$ cat src/rtl/i2c_pkg.sv
// Shared types and constants for the three-requester I2C master arbiter.
package i2c_pkg;

    localparam int unsigned NREQ_DEF    = 3;
    localparam int unsigned TIMEOUT_DEF = 65535;
    localparam int unsigned NB_W        = 2;
    localparam int unsigned RP_W        = 8;
    localparam int unsigned DEV_W       = 7;
    localparam int unsigned DAT_W       = 8;
    localparam int unsigned CNT_W       = 16;

    typedef enum logic [1:0] {
        S_IDLE,
        S_LAUNCH,
        S_BUSY,
        S_RELEASE
    } arb_state_e;

    function automatic logic [1:0] onehot_to_idx(input logic [2:0] oh);
        case (oh)
            3'b010:  return 2'd1;
            3'b100:  return 2'd2;
            default: return 2'd0;
        endcase
    endfunction

endpackage

$ cat src/rtl/i2c_arbiter_if.sv
// Requester-side and master-side signals of the arbiter; "master" is the arbiter's own view.
interface i2c_arbiter_if;
    import i2c_pkg::*;

    logic [NREQ_DEF-1:0]       req;
    logic [NREQ_DEF-1:0]       req_rw;
    logic [NREQ_DEF*NB_W-1:0]  req_nbyte;
    logic [NREQ_DEF*RP_W-1:0]  req_rptr;
    logic [NREQ_DEF*DEV_W-1:0] req_dev;
    logic [NREQ_DEF*DAT_W-1:0] req_dwr;
    logic [NREQ_DEF-1:0]       grant;
    logic [NREQ_DEF-1:0]       gnt_ready;
    logic [NREQ_DEF-1:0]       gnt_done;
    logic [NREQ_DEF-1:0]       gnt_err;
    logic [DAT_W-1:0]          drd;
    logic                      go;
    logic                      rw;
    logic [NB_W-1:0]           N_byte;
    logic [RP_W-1:0]           R_Pointer;
    logic [DEV_W-1:0]          dev_add;
    logic [DAT_W-1:0]          dwr;
    logic                      ready;
    logic                      done;
    logic [DAT_W-1:0]          m_drd;

    modport master (
        input  req, req_rw, req_nbyte, req_rptr, req_dev, req_dwr,
        input  ready, done, m_drd,
        output grant, gnt_ready, gnt_done, gnt_err, drd,
        output go, rw, N_byte, R_Pointer, dev_add, dwr
    );

    modport slave (
        output req, req_rw, req_nbyte, req_rptr, req_dev, req_dwr,
        output ready, done, m_drd,
        input  grant, gnt_ready, gnt_done, gnt_err, drd,
        input  go, rw, N_byte, R_Pointer, dev_add, dwr
    );

endinterface

$ cat src/rtl/rr_pick3.sv
// Combinational round-robin pick among three requests; priority starts just after last.
module rr_pick3 (
    input  logic [2:0] req_i,
    input  logic [1:0] last_i,
    output logic [2:0] win_o,
    output logic       valid_o
);

    always_comb begin
        win_o = '0;
        case (last_i)
            2'd0: begin
                if (req_i[1])      win_o = 3'b010;
                else if (req_i[2]) win_o = 3'b100;
                else if (req_i[0]) win_o = 3'b001;
            end
            2'd1: begin
                if (req_i[2])      win_o = 3'b100;
                else if (req_i[0]) win_o = 3'b001;
                else if (req_i[1]) win_o = 3'b010;
            end
            default: begin
                if (req_i[0])      win_o = 3'b001;
                else if (req_i[1]) win_o = 3'b010;
                else if (req_i[2]) win_o = 3'b100;
            end
        endcase
    end

    assign valid_o = |req_i;

endmodule

$ cat src/rtl/i2c_arbiter.sv
// Shares one I2C master between three requesters: round-robin grant, one-cycle go,
// status routed to the owner only, and a saturating timeout that forces release.
module i2c_arbiter
    import i2c_pkg::*;
#(
    parameter int unsigned NREQ    = NREQ_DEF,
    parameter int unsigned TIMEOUT = TIMEOUT_DEF
) (
    input logic           clk,
    input logic           reset,
    i2c_arbiter_if.master bus
);

    localparam logic [CNT_W-1:0] TO_LAST = CNT_W'(TIMEOUT - 1);

    arb_state_e        state_q, state_d;
    logic [NREQ-1:0]   grant_q, grant_d;
    logic [NREQ-1:0]   err_q, err_d;
    logic [1:0]        last_q, last_d;
    logic              go_q, go_d;
    logic              rw_q, rw_d;
    logic [NB_W-1:0]   nbyte_q, nbyte_d;
    logic [RP_W-1:0]   rptr_q, rptr_d;
    logic [DEV_W-1:0]  dev_q, dev_d;
    logic [CNT_W-1:0]  cnt_q, cnt_d;

    logic [2:0]        win;
    logic              win_valid;
    logic              sel_rw;
    logic [NB_W-1:0]   sel_nbyte;
    logic [RP_W-1:0]   sel_rptr;
    logic [DEV_W-1:0]  sel_dev;

    rr_pick3 u_pick (
        .req_i   (bus.req),
        .last_i  (last_q),
        .win_o   (win),
        .valid_o (win_valid)
    );

    always_comb begin
        case (onehot_to_idx(win))
            2'd1: begin
                sel_rw    = bus.req_rw[1];
                sel_nbyte = bus.req_nbyte[3:2];
                sel_rptr  = bus.req_rptr[15:8];
                sel_dev   = bus.req_dev[13:7];
            end
            2'd2: begin
                sel_rw    = bus.req_rw[2];
                sel_nbyte = bus.req_nbyte[5:4];
                sel_rptr  = bus.req_rptr[23:16];
                sel_dev   = bus.req_dev[20:14];
            end
            default: begin
                sel_rw    = bus.req_rw[0];
                sel_nbyte = bus.req_nbyte[1:0];
                sel_rptr  = bus.req_rptr[7:0];
                sel_dev   = bus.req_dev[6:0];
            end
        endcase
    end

    // Grant is dropped on the BUSY exit edge so the RELEASE cycle already shows it idle.
    always_comb begin
        state_d = state_q;
        grant_d = grant_q;
        err_d   = '0;
        last_d  = last_q;
        go_d    = 1'b0;
        rw_d    = rw_q;
        nbyte_d = nbyte_q;
        rptr_d  = rptr_q;
        dev_d   = dev_q;
        cnt_d   = cnt_q;
        case (state_q)
            S_IDLE: begin
                if (win_valid) begin
                    grant_d = win;
                    rw_d    = sel_rw;
                    nbyte_d = sel_nbyte;
                    rptr_d  = sel_rptr;
                    dev_d   = sel_dev;
                    state_d = S_LAUNCH;
                end
            end
            S_LAUNCH: begin
                go_d    = 1'b1;
                cnt_d   = '0;
                state_d = S_BUSY;
            end
            S_BUSY: begin
                if (cnt_q != '1) cnt_d = cnt_q + 1'b1;
                if (bus.done || cnt_q == TO_LAST) begin
                    if (!bus.done) err_d = grant_q;
                    last_d  = onehot_to_idx(grant_q);
                    grant_d = '0;
                    state_d = S_RELEASE;
                end
            end
            default: state_d = S_IDLE;
        endcase
    end

    always_ff @(posedge clk) begin
        if (reset) begin
            state_q <= S_IDLE;
            grant_q <= '0;
            err_q   <= '0;
            last_q  <= 2'd2;
            go_q    <= 1'b0;
            rw_q    <= 1'b0;
            nbyte_q <= '0;
            rptr_q  <= '0;
            dev_q   <= '0;
            cnt_q   <= '0;
        end else begin
            state_q <= state_d;
            grant_q <= grant_d;
            err_q   <= err_d;
            last_q  <= last_d;
            go_q    <= go_d;
            rw_q    <= rw_d;
            nbyte_q <= nbyte_d;
            rptr_q  <= rptr_d;
            dev_q   <= dev_d;
            cnt_q   <= cnt_d;
        end
    end

    always_comb begin
        bus.dwr = '0;
        if (grant_q[0])      bus.dwr = bus.req_dwr[7:0];
        else if (grant_q[1]) bus.dwr = bus.req_dwr[15:8];
        else if (grant_q[2]) bus.dwr = bus.req_dwr[23:16];
    end

    assign bus.grant     = grant_q;
    assign bus.gnt_ready = (state_q == S_BUSY) ? (grant_q & {NREQ{bus.ready}}) : '0;
    assign bus.gnt_done  = (state_q == S_BUSY) ? (grant_q & {NREQ{bus.done}})  : '0;
    assign bus.gnt_err   = err_q;
    assign bus.drd       = bus.m_drd;
    assign bus.go        = go_q;
    assign bus.rw        = rw_q;
    assign bus.N_byte    = nbyte_q;
    assign bus.R_Pointer = rptr_q;
    assign bus.dev_add   = dev_q;

endmodule

$ cat src/flat_wrapper.sv
// flat-port wrapper written by rule: the top's interface ports become plain ports
module i2c_arbiter_flat import i2c_pkg::*;
#(
    parameter int unsigned NREQ    = NREQ_DEF,
    parameter int unsigned TIMEOUT = TIMEOUT_DEF
)
  (clk, reset, bus_req, bus_req_rw, bus_req_nbyte, bus_req_rptr, bus_req_dev, bus_req_dwr, bus_ready, bus_done, bus_m_drd, bus_grant, bus_gnt_ready, bus_gnt_done, bus_gnt_err, bus_drd, bus_go, bus_rw, bus_N_byte, bus_R_Pointer, bus_dev_add, bus_dwr);
  i2c_arbiter_if bus_i ();
  input logic clk;
  input logic reset;
  input wire logic [$bits(bus_i.req)-1:0] bus_req;
  input wire logic [$bits(bus_i.req_rw)-1:0] bus_req_rw;
  input wire logic [$bits(bus_i.req_nbyte)-1:0] bus_req_nbyte;
  input wire logic [$bits(bus_i.req_rptr)-1:0] bus_req_rptr;
  input wire logic [$bits(bus_i.req_dev)-1:0] bus_req_dev;
  input wire logic [$bits(bus_i.req_dwr)-1:0] bus_req_dwr;
  input wire logic [$bits(bus_i.ready)-1:0] bus_ready;
  input wire logic [$bits(bus_i.done)-1:0] bus_done;
  input wire logic [$bits(bus_i.m_drd)-1:0] bus_m_drd;
  output wire logic [$bits(bus_i.grant)-1:0] bus_grant;
  output wire logic [$bits(bus_i.gnt_ready)-1:0] bus_gnt_ready;
  output wire logic [$bits(bus_i.gnt_done)-1:0] bus_gnt_done;
  output wire logic [$bits(bus_i.gnt_err)-1:0] bus_gnt_err;
  output wire logic [$bits(bus_i.drd)-1:0] bus_drd;
  output wire logic [$bits(bus_i.go)-1:0] bus_go;
  output wire logic [$bits(bus_i.rw)-1:0] bus_rw;
  output wire logic [$bits(bus_i.N_byte)-1:0] bus_N_byte;
  output wire logic [$bits(bus_i.R_Pointer)-1:0] bus_R_Pointer;
  output wire logic [$bits(bus_i.dev_add)-1:0] bus_dev_add;
  output wire logic [$bits(bus_i.dwr)-1:0] bus_dwr;
  assign bus_i.req = bus_req;
  assign bus_i.req_rw = bus_req_rw;
  assign bus_i.req_nbyte = bus_req_nbyte;
  assign bus_i.req_rptr = bus_req_rptr;
  assign bus_i.req_dev = bus_req_dev;
  assign bus_i.req_dwr = bus_req_dwr;
  assign bus_i.ready = bus_ready;
  assign bus_i.done = bus_done;
  assign bus_i.m_drd = bus_m_drd;
  assign bus_grant = bus_i.grant;
  assign bus_gnt_ready = bus_i.gnt_ready;
  assign bus_gnt_done = bus_i.gnt_done;
  assign bus_gnt_err = bus_i.gnt_err;
  assign bus_drd = bus_i.drd;
  assign bus_go = bus_i.go;
  assign bus_rw = bus_i.rw;
  assign bus_N_byte = bus_i.N_byte;
  assign bus_R_Pointer = bus_i.R_Pointer;
  assign bus_dev_add = bus_i.dev_add;
  assign bus_dwr = bus_i.dwr;
  i2c_arbiter #(.NREQ(NREQ), .TIMEOUT(TIMEOUT)) u_core (.clk(clk), .reset(reset), .bus(bus_i));
endmodule
$ cat config.mk
export PLATFORM = sky130hd
export DESIGN_NAME = i2c_arbiter_flat
export DESIGN_NICKNAME = d
export VERILOG_FILES = /design/src/rtl/i2c_pkg.sv /design/src/rtl/i2c_arbiter_if.sv /design/src/rtl/rr_pick3.sv /design/src/rtl/i2c_arbiter.sv /design/src/flat_wrapper.sv
export SDC_FILE = /design/constraint.sdc
export NUM_CORES = 1
export LEC_CHECK = 0
export CORE_AREA = 2 2 96 98
export DETAILED_ROUTE_END_ITERATION = 6
export DIE_AREA = 0 0 98 100
export PLACE_DENSITY = 0.71
export SYNTH_ARGS = -nofsm -noshare
export SYNTH_HDL_FRONTEND = slang
export SYNTH_SLANG_ARGS = --single-unit
$ cat constraint.sdc
create_clock -name clk -period 4.4 [get_ports clk]
set_clock_uncertainty 0.2 [all_clocks]
set_input_delay 0.88 -clock clk [delete_from_list [all_inputs] [get_ports clk]]
set_output_delay 0.88 -clock clk [all_outputs]
set_load 0.1 [all_outputs]
==> results of run 1 <==
registers in the layout, summed over array words and instances (netlist names):
signal / flops
u_core.cnt_q: 16
u_core.bus.R_Pointer: 8
u_core.bus.dev_add: 7
u_core.bus.gnt_err: 3
u_core.bus.grant: 3
u_core.bus.N_byte: 2
u_core.last_q: 2
u_core.state_q: 2
u_core.bus.go: 1
u_core.bus.rw: 1
routing by layer:
metal	vias to the layer above	global-route usage
met5	-	0
met3	12	0.06198
li1	1365	-
met2	93	0.2576
met4	0	0.04915
met1	1271	0.1682
cell type report:
cell class / instances / area share
Clock inverter: 1 / 0.001299
Clock buffer: 7 / 0.02501
Multi-Input combinational cell: 223 / 0.3806
Inverter: 7 / 0.006820
Sequential cell: 45 / 0.2338
Tap cell: 111 / 0.03605
Timing Repair Buffer: 126 / 0.3163
worst paths after layout:
kind                                 to                  start  slack (ps)  cells past startpoint
setup / recovery           bus_grant[0]    u_core.bus.grant[0]         980                      1
hold / removal    u_core.bus.dev_add[6]  u_core.bus.dev_add[6]         300                      2
setup reg to reg    u_core.bus.grant[2]      u_core.state_q[0]        1720                      6
hold reg to reg   u_core.bus.dev_add[6]  u_core.bus.dev_add[6]         300                      2
layout by cell type, fill, tap and decap left out, drive strengths merged, types with 2 or more instances in the layout:
cell,instances
a22oi,8
clkbuf,7
nor4b,5
nor4,4
nand4,9
and2,5
o22ai,2
and4,2
or4b,2
a211oi,20
nor2,28
nor2b,7
o31ai,2
nand2,31
o41ai,3
o21ai,16
buf,17
a222oi,18
mux2,3
o211ai,5
nor3,4
or2,2
ha,6
clkdlybuf4s50,109
nand2b,2
and3,7
inv,7
mux2i,3
nand3,8
dfxtp,45
a21oi,9
through the flow:
step / cell area, um2 / hold WS, ps / worst slack, ps
after global routing: 3852 / 326.0 / 886.8
final: 3852 / 298.2 / 983.1
after floorplan: 2541 / 253.7 / 377.8
after CTS: 3852 / 303.9 / 956.3
after global placement: 3751 / 279.2 / 1325
after detailed placement: 3751 / 292.4 / 1238
cells by family after synthesis:
logic type,count (synthesis),synth area share
simple gates,119,0.2516
buf+inv,38,0.06942
mux,6,0.02511
flops,45,0.3545
compound gates,92,0.2698
fa+ha+maj,6,0.02954
power by group:
group | internal, mW | switching, mW
sequential | 0.489 | 0.0723
clock | 0.142 | 0.143
combinational | 0.341 | 0.948
==> results.json, run 1 <==
{
  "status": "completed",
  "gp_congestion": 0.7988,
  "cts_buffers": 5,
  "ys_warn_count": 0,
  "synth_cells": 306,
  "grt_overflow": 0,
  "ir_drop_mv": 0.3223,
  "first_global_vias": 2601,
  "hold_buffers": 0,
  "synth_top_area_share": 0.3545,
  "seq_area_um2": 900.9,
  "period_share": 0.7766,
  "synth_cell_types": 49,
  "slew_viol_final": 0,
  "worst-path-buf-inv": 1,
  "cp-start-kind": "flop",
  "hold_violations": 0,
  "ys_top_cells_by_area": "dfxtp_1, a222oi_1, a211oi_1",
  "routed_wl_mm": 7.509,
  "async_flop_share": 0,
  "drtAntennaViolNets": 0,
  "power.density_nw_per_um2": 554.3,
  "path_delay_family": "buffers and inverters",
  "finalNonFillerCells": 520,
  "cpMaxStageDelayCell": "clkdlybuf4s50_1",
  "dp_hpwl_mm": 5.624,
  "ioPinCount": 140,
  "critical_path_arrival_ps": 2340,
  "core-area_um2": 8890,
  "antennaDiodeCount": 0,
  "clk_pin_slew_ps": 80,
  "ys_ff_latch": 45,
  "setup_viol": 0,
  "dieArea_um2": 9800,
  "antenna_found_initial": 0,
  "grt_pass1_wl_mm": 12.16,
  "htree_levels": 2,
  "synth.most_common_cell": "dfxtp_1",
  "synth_area_um2": 2541,
  "grt_setup_unrepaired": "false",
  "worstPathCellList": "clkdlybuf4s50_1",
  "synth_top_area_cell": "dfxtp_1",
  "std_cell_rows": 35,
  "top_layer": "met4",
  "grt_max_degree": 43,
  "post-route-util": 0.4334,
  "fin_crit_ps": 3417,
  "die_h_um": 100,
  "vias": 2741,
  "ys_seq_area_frac": 0.3545,
  "synth-main-ff-cell": "dfxtp_1",
  "hold_path.class": "flop to flop",
  "post_cts_resized": 0,
  "fmax_ghz": 0.2927,
  "worstMarginPinSlew_ps": 1216,
  "path_max_fanout": 23,
  "cts_max_path_buffers": 2,
  "wl_met1_mm": 3.131,
  "routed-wl-met3_um": 663,
  "insertion_delay_ps": 300,
  "synth_edf_count": 0,
  "n_fill_cell": 886,
  "critPathRequiredTime_ps": 3320,
  "die_w_um": 98,
  "cts_num_sinks": 45,
  "dr.first_iter.drc_count": 155,
  "path_class": "flop to output pin",
  "worstSetupEndpointType": "output pin",
  "leakagePower_nw": 1.362,
  "routed_via_density": 5.271,
  "initial_core_util": 0.2859,
  "wl_met2_mm": 3.574,
  "dp_cells": 512,
  "worst_slew_margin_rel": 0.1838,
  "port-buffer-count": 123,
  "drtPass1Iterations": 5,
  "multi_input_area_um2": 1466,
  "synth_common_cells": "dfxtp_1, nand2_1, nor2_1, a211oi_1, a222oi_1",
  "drc": 0,
  "post_cts_buffers": 0,
  "fin_nets": 507,
  "area_delta_synth_final_pct": 51.60,
  "layout-drive-gt1-share": 0.08557,
  "total_power_mw": 2.135,
  "cts_tree": "built",
  "avgSynthCellArea_um2": 8.305,
  "wl_per_cell_um": 14.44,
  "tns_ps": 0,
  "drv_cap": 0,
  "cts-root-buf": "clkbuf_8",
  "critPathMaxStageDelay_ps": 1270,
  "grt_usage": 0.1495,
  "syn_nets": 405
}
Power figures use the tool's default switching activity.
==> run 2, diff against run 1 <==
--- a/config.mk
+++ b/config.mk
@@ -8,7 +8,7 @@
 export CORE_AREA = 2 2 96 98
 export DETAILED_ROUTE_END_ITERATION = 6
 export DIE_AREA = 0 0 98 100
-export PLACE_DENSITY = 0.71
+export PLACE_DENSITY = 0.74
 export SYNTH_ARGS = -nofsm -noshare
 export SYNTH_HDL_FRONTEND = slang
 export SYNTH_SLANG_ARGS = --single-unit
==> constraint.sdc (replaced) <==
create_clock -name clk -period 3 [get_ports clk]
set_clock_uncertainty 0.2 [all_clocks]
set_input_delay 0.6 -clock clk [delete_from_list [all_inputs] [get_ports clk]]
set_output_delay 0.6 -clock clk [all_outputs]
set_load 0.1 [all_outputs]
==> results.json, run 2 (synthesis results as in run 1) <==
{
  "port-buffer-count": 123,
  "std_cell_rows": 35,
  "wl_per_cell_um": 14.70,
  "total_power_mw": 3.361,
  "dieArea_um2": 9800,
  "drv_cap": 0,
  "grt_max_degree": 38,
  "worstSetupEndpointType": "output pin",
  "htree_levels": 2,
  "cp-start-kind": "flop",
  "post_cts_resized": 0,
  "routed_wl_mm": 7.732,
  "insertion_delay_ps": 300,
  "setup_viol": 0,
  "area_delta_synth_final_pct": 61.45,
  "antenna_found_initial": 0,
  "hold_end": "u_core.bus.dev_add[1]",
  "min_path_cells": 2,
  "hp-start": "u_core.bus.dev_add[1]",
  "cpMaxStageDelayCell": "nor2b_1",
  "critPathMaxStageDelay_ps": 540,
  "vias": 2809,
  "cts_num_sinks": 45,
  "worst_slack_ps": 337.7,
  "cts-root-buf": "clkbuf_8",
  "die_h_um": 100,
  "dr.first_iter.drc_count": 226,
  "hold_violations": 0,
  "post_cts_buffers": 0,
  "leakagePower_nw": 1.500,
  "initial_core_util": 0.2859,
  "hold_path.class": "flop to flop",
  "hold_buffers": 0,
  "antennaDiodeCount": 0,
  "ioPinCount": 140,
  "period_share": 0.8874,
  "drc": 0,
  "fin_nets": 513,
  "worstPathCellList": "nor2b_1 -> a22oi_1 -> o21ai_4 -> buf_12",
  "layout-drive-gt1-share": 0.1807,
  "cts_buffers": 5,
  "cts_max_path_buffers": 2,
  "dp_hpwl_mm": 5.965,
  "status": "completed",
  "largest_reg_flops": 16,
  "clk_pin_slew_ps": 80,
  "drtPass1Iterations": 7,
  "cts_tree": "built",
  "n_fill_cell": 866,
  "fin_crit_ps": 2662,
  "slew_viol_final": 0,
  "core-area_um2": 8890,
  "grt_overflow": 0,
  "final_cell_mix": "clkdlybuf4s50_1, dfxtp_1, buf_4, nand2_1, nor2_1",
  "path_class": "flop to output pin",
  "die_w_um": 98,
  "gp_congestion": 0.8387,
  "seq_area_um2": 902.1,
  "critPathRequiredTime_ps": 2200,
  "r2r-start": "u_core.state_q[0]",
  "grt_usage": 0.1570,
  "final_common_cell": "clkdlybuf4s50_1",
  "first_global_vias": 2657,
  "ff2ff_path_depth": 8,
  "routed_via_density": 5.340,
  "ir_drop_mv": 0.5512,
  "reg2reg_slack_ps": 640,
  "power.density_nw_per_um2": 819.1,
  "worst_slew_margin_rel": 0.1368,
  "worstMarginPinSlew_ps": 1286,
  "grt_pass1_wl_mm": 12.67,
  "path_max_fanout": 9,
  "critical_path_arrival_ps": 1860,
  "grt_setup_unrepaired": "false",
  "multi_input_area_um2": 1526,
  "timing.rr.end": "u_core.cnt_q[3]",
  "top_register": "u_core.cnt_q",
  "drtAntennaViolNets": 0,
  "fmax_ghz": 0.3756,
  "dp_slack_ps": 100.2
}
run 2: worst max path at each step:
stage                               to  cells past startpoint                 from
2_1_floorplan          bus_gnt_done[0]                      2  u_core.bus.grant[0]
4_1_cts                     bus_dwr[7]                      4  u_core.bus.grant[2]
3_5_place_dp   u_core.bus.R_Pointer[6]                      4           bus_req[2]
3_3_place_gp             u_core.bus.rw                      4           bus_req[2]
5_1_grt                     bus_dwr[7]                      4  u_core.bus.grant[2]
6_report                    bus_dwr[7]                      4  u_core.bus.grant[2]
run 2: worst max-delay path: cells and delay by family (launching register included):
family	cells	cell delay, ps
simple gates	1	540
compound gates	2	440
flops	1	380
buf+inv	1	190
run 2: area by class of cell:
type	instances	area share
multi-input combinational	223	0.3721
timing repair buffer	132	0.3385
sequential	45	0.2199
tap	111	0.03385
clock buffer	6	0.02013
clock inverter	2	0.009149
inverter	7	0.006404
run 2: metal layers:
layer  global-route usage  up-vias  wire length [um]
li1                     -     1388                 -
met1               0.1929     1292              3155
met2               0.2666      115              3779
met3              0.04387       14               651
met4              0.05235        0               145
met5                    0        -                 0
run 2: power breakdown:
group          switching, mW  total (mW)  leakage (nW)  internal [mW]
combinational           1.48        2.08          1.07          0.602
sequential            0.0815       0.799         0.369          0.717
clock                  0.214       0.485        0.0574          0.271
total                   1.77        3.36          1.50           1.59
run 2: per-stage QoR:
step	TNS (ps)	std cells	utilization	hold slack (ps)	area, um2
6_report	0	526	0.4615	302.9	4103
3_3_place_gp	0	518	0.4480	278.5	3983
3_5_place_dp	0	518	0.4480	290.0	3983
4_1_cts	0	526	0.4615	303.7	4103
2_1_floorplan	-554.7	306	-	253.7	2603
5_1_grt	0	526	0.4615	320.6	4103
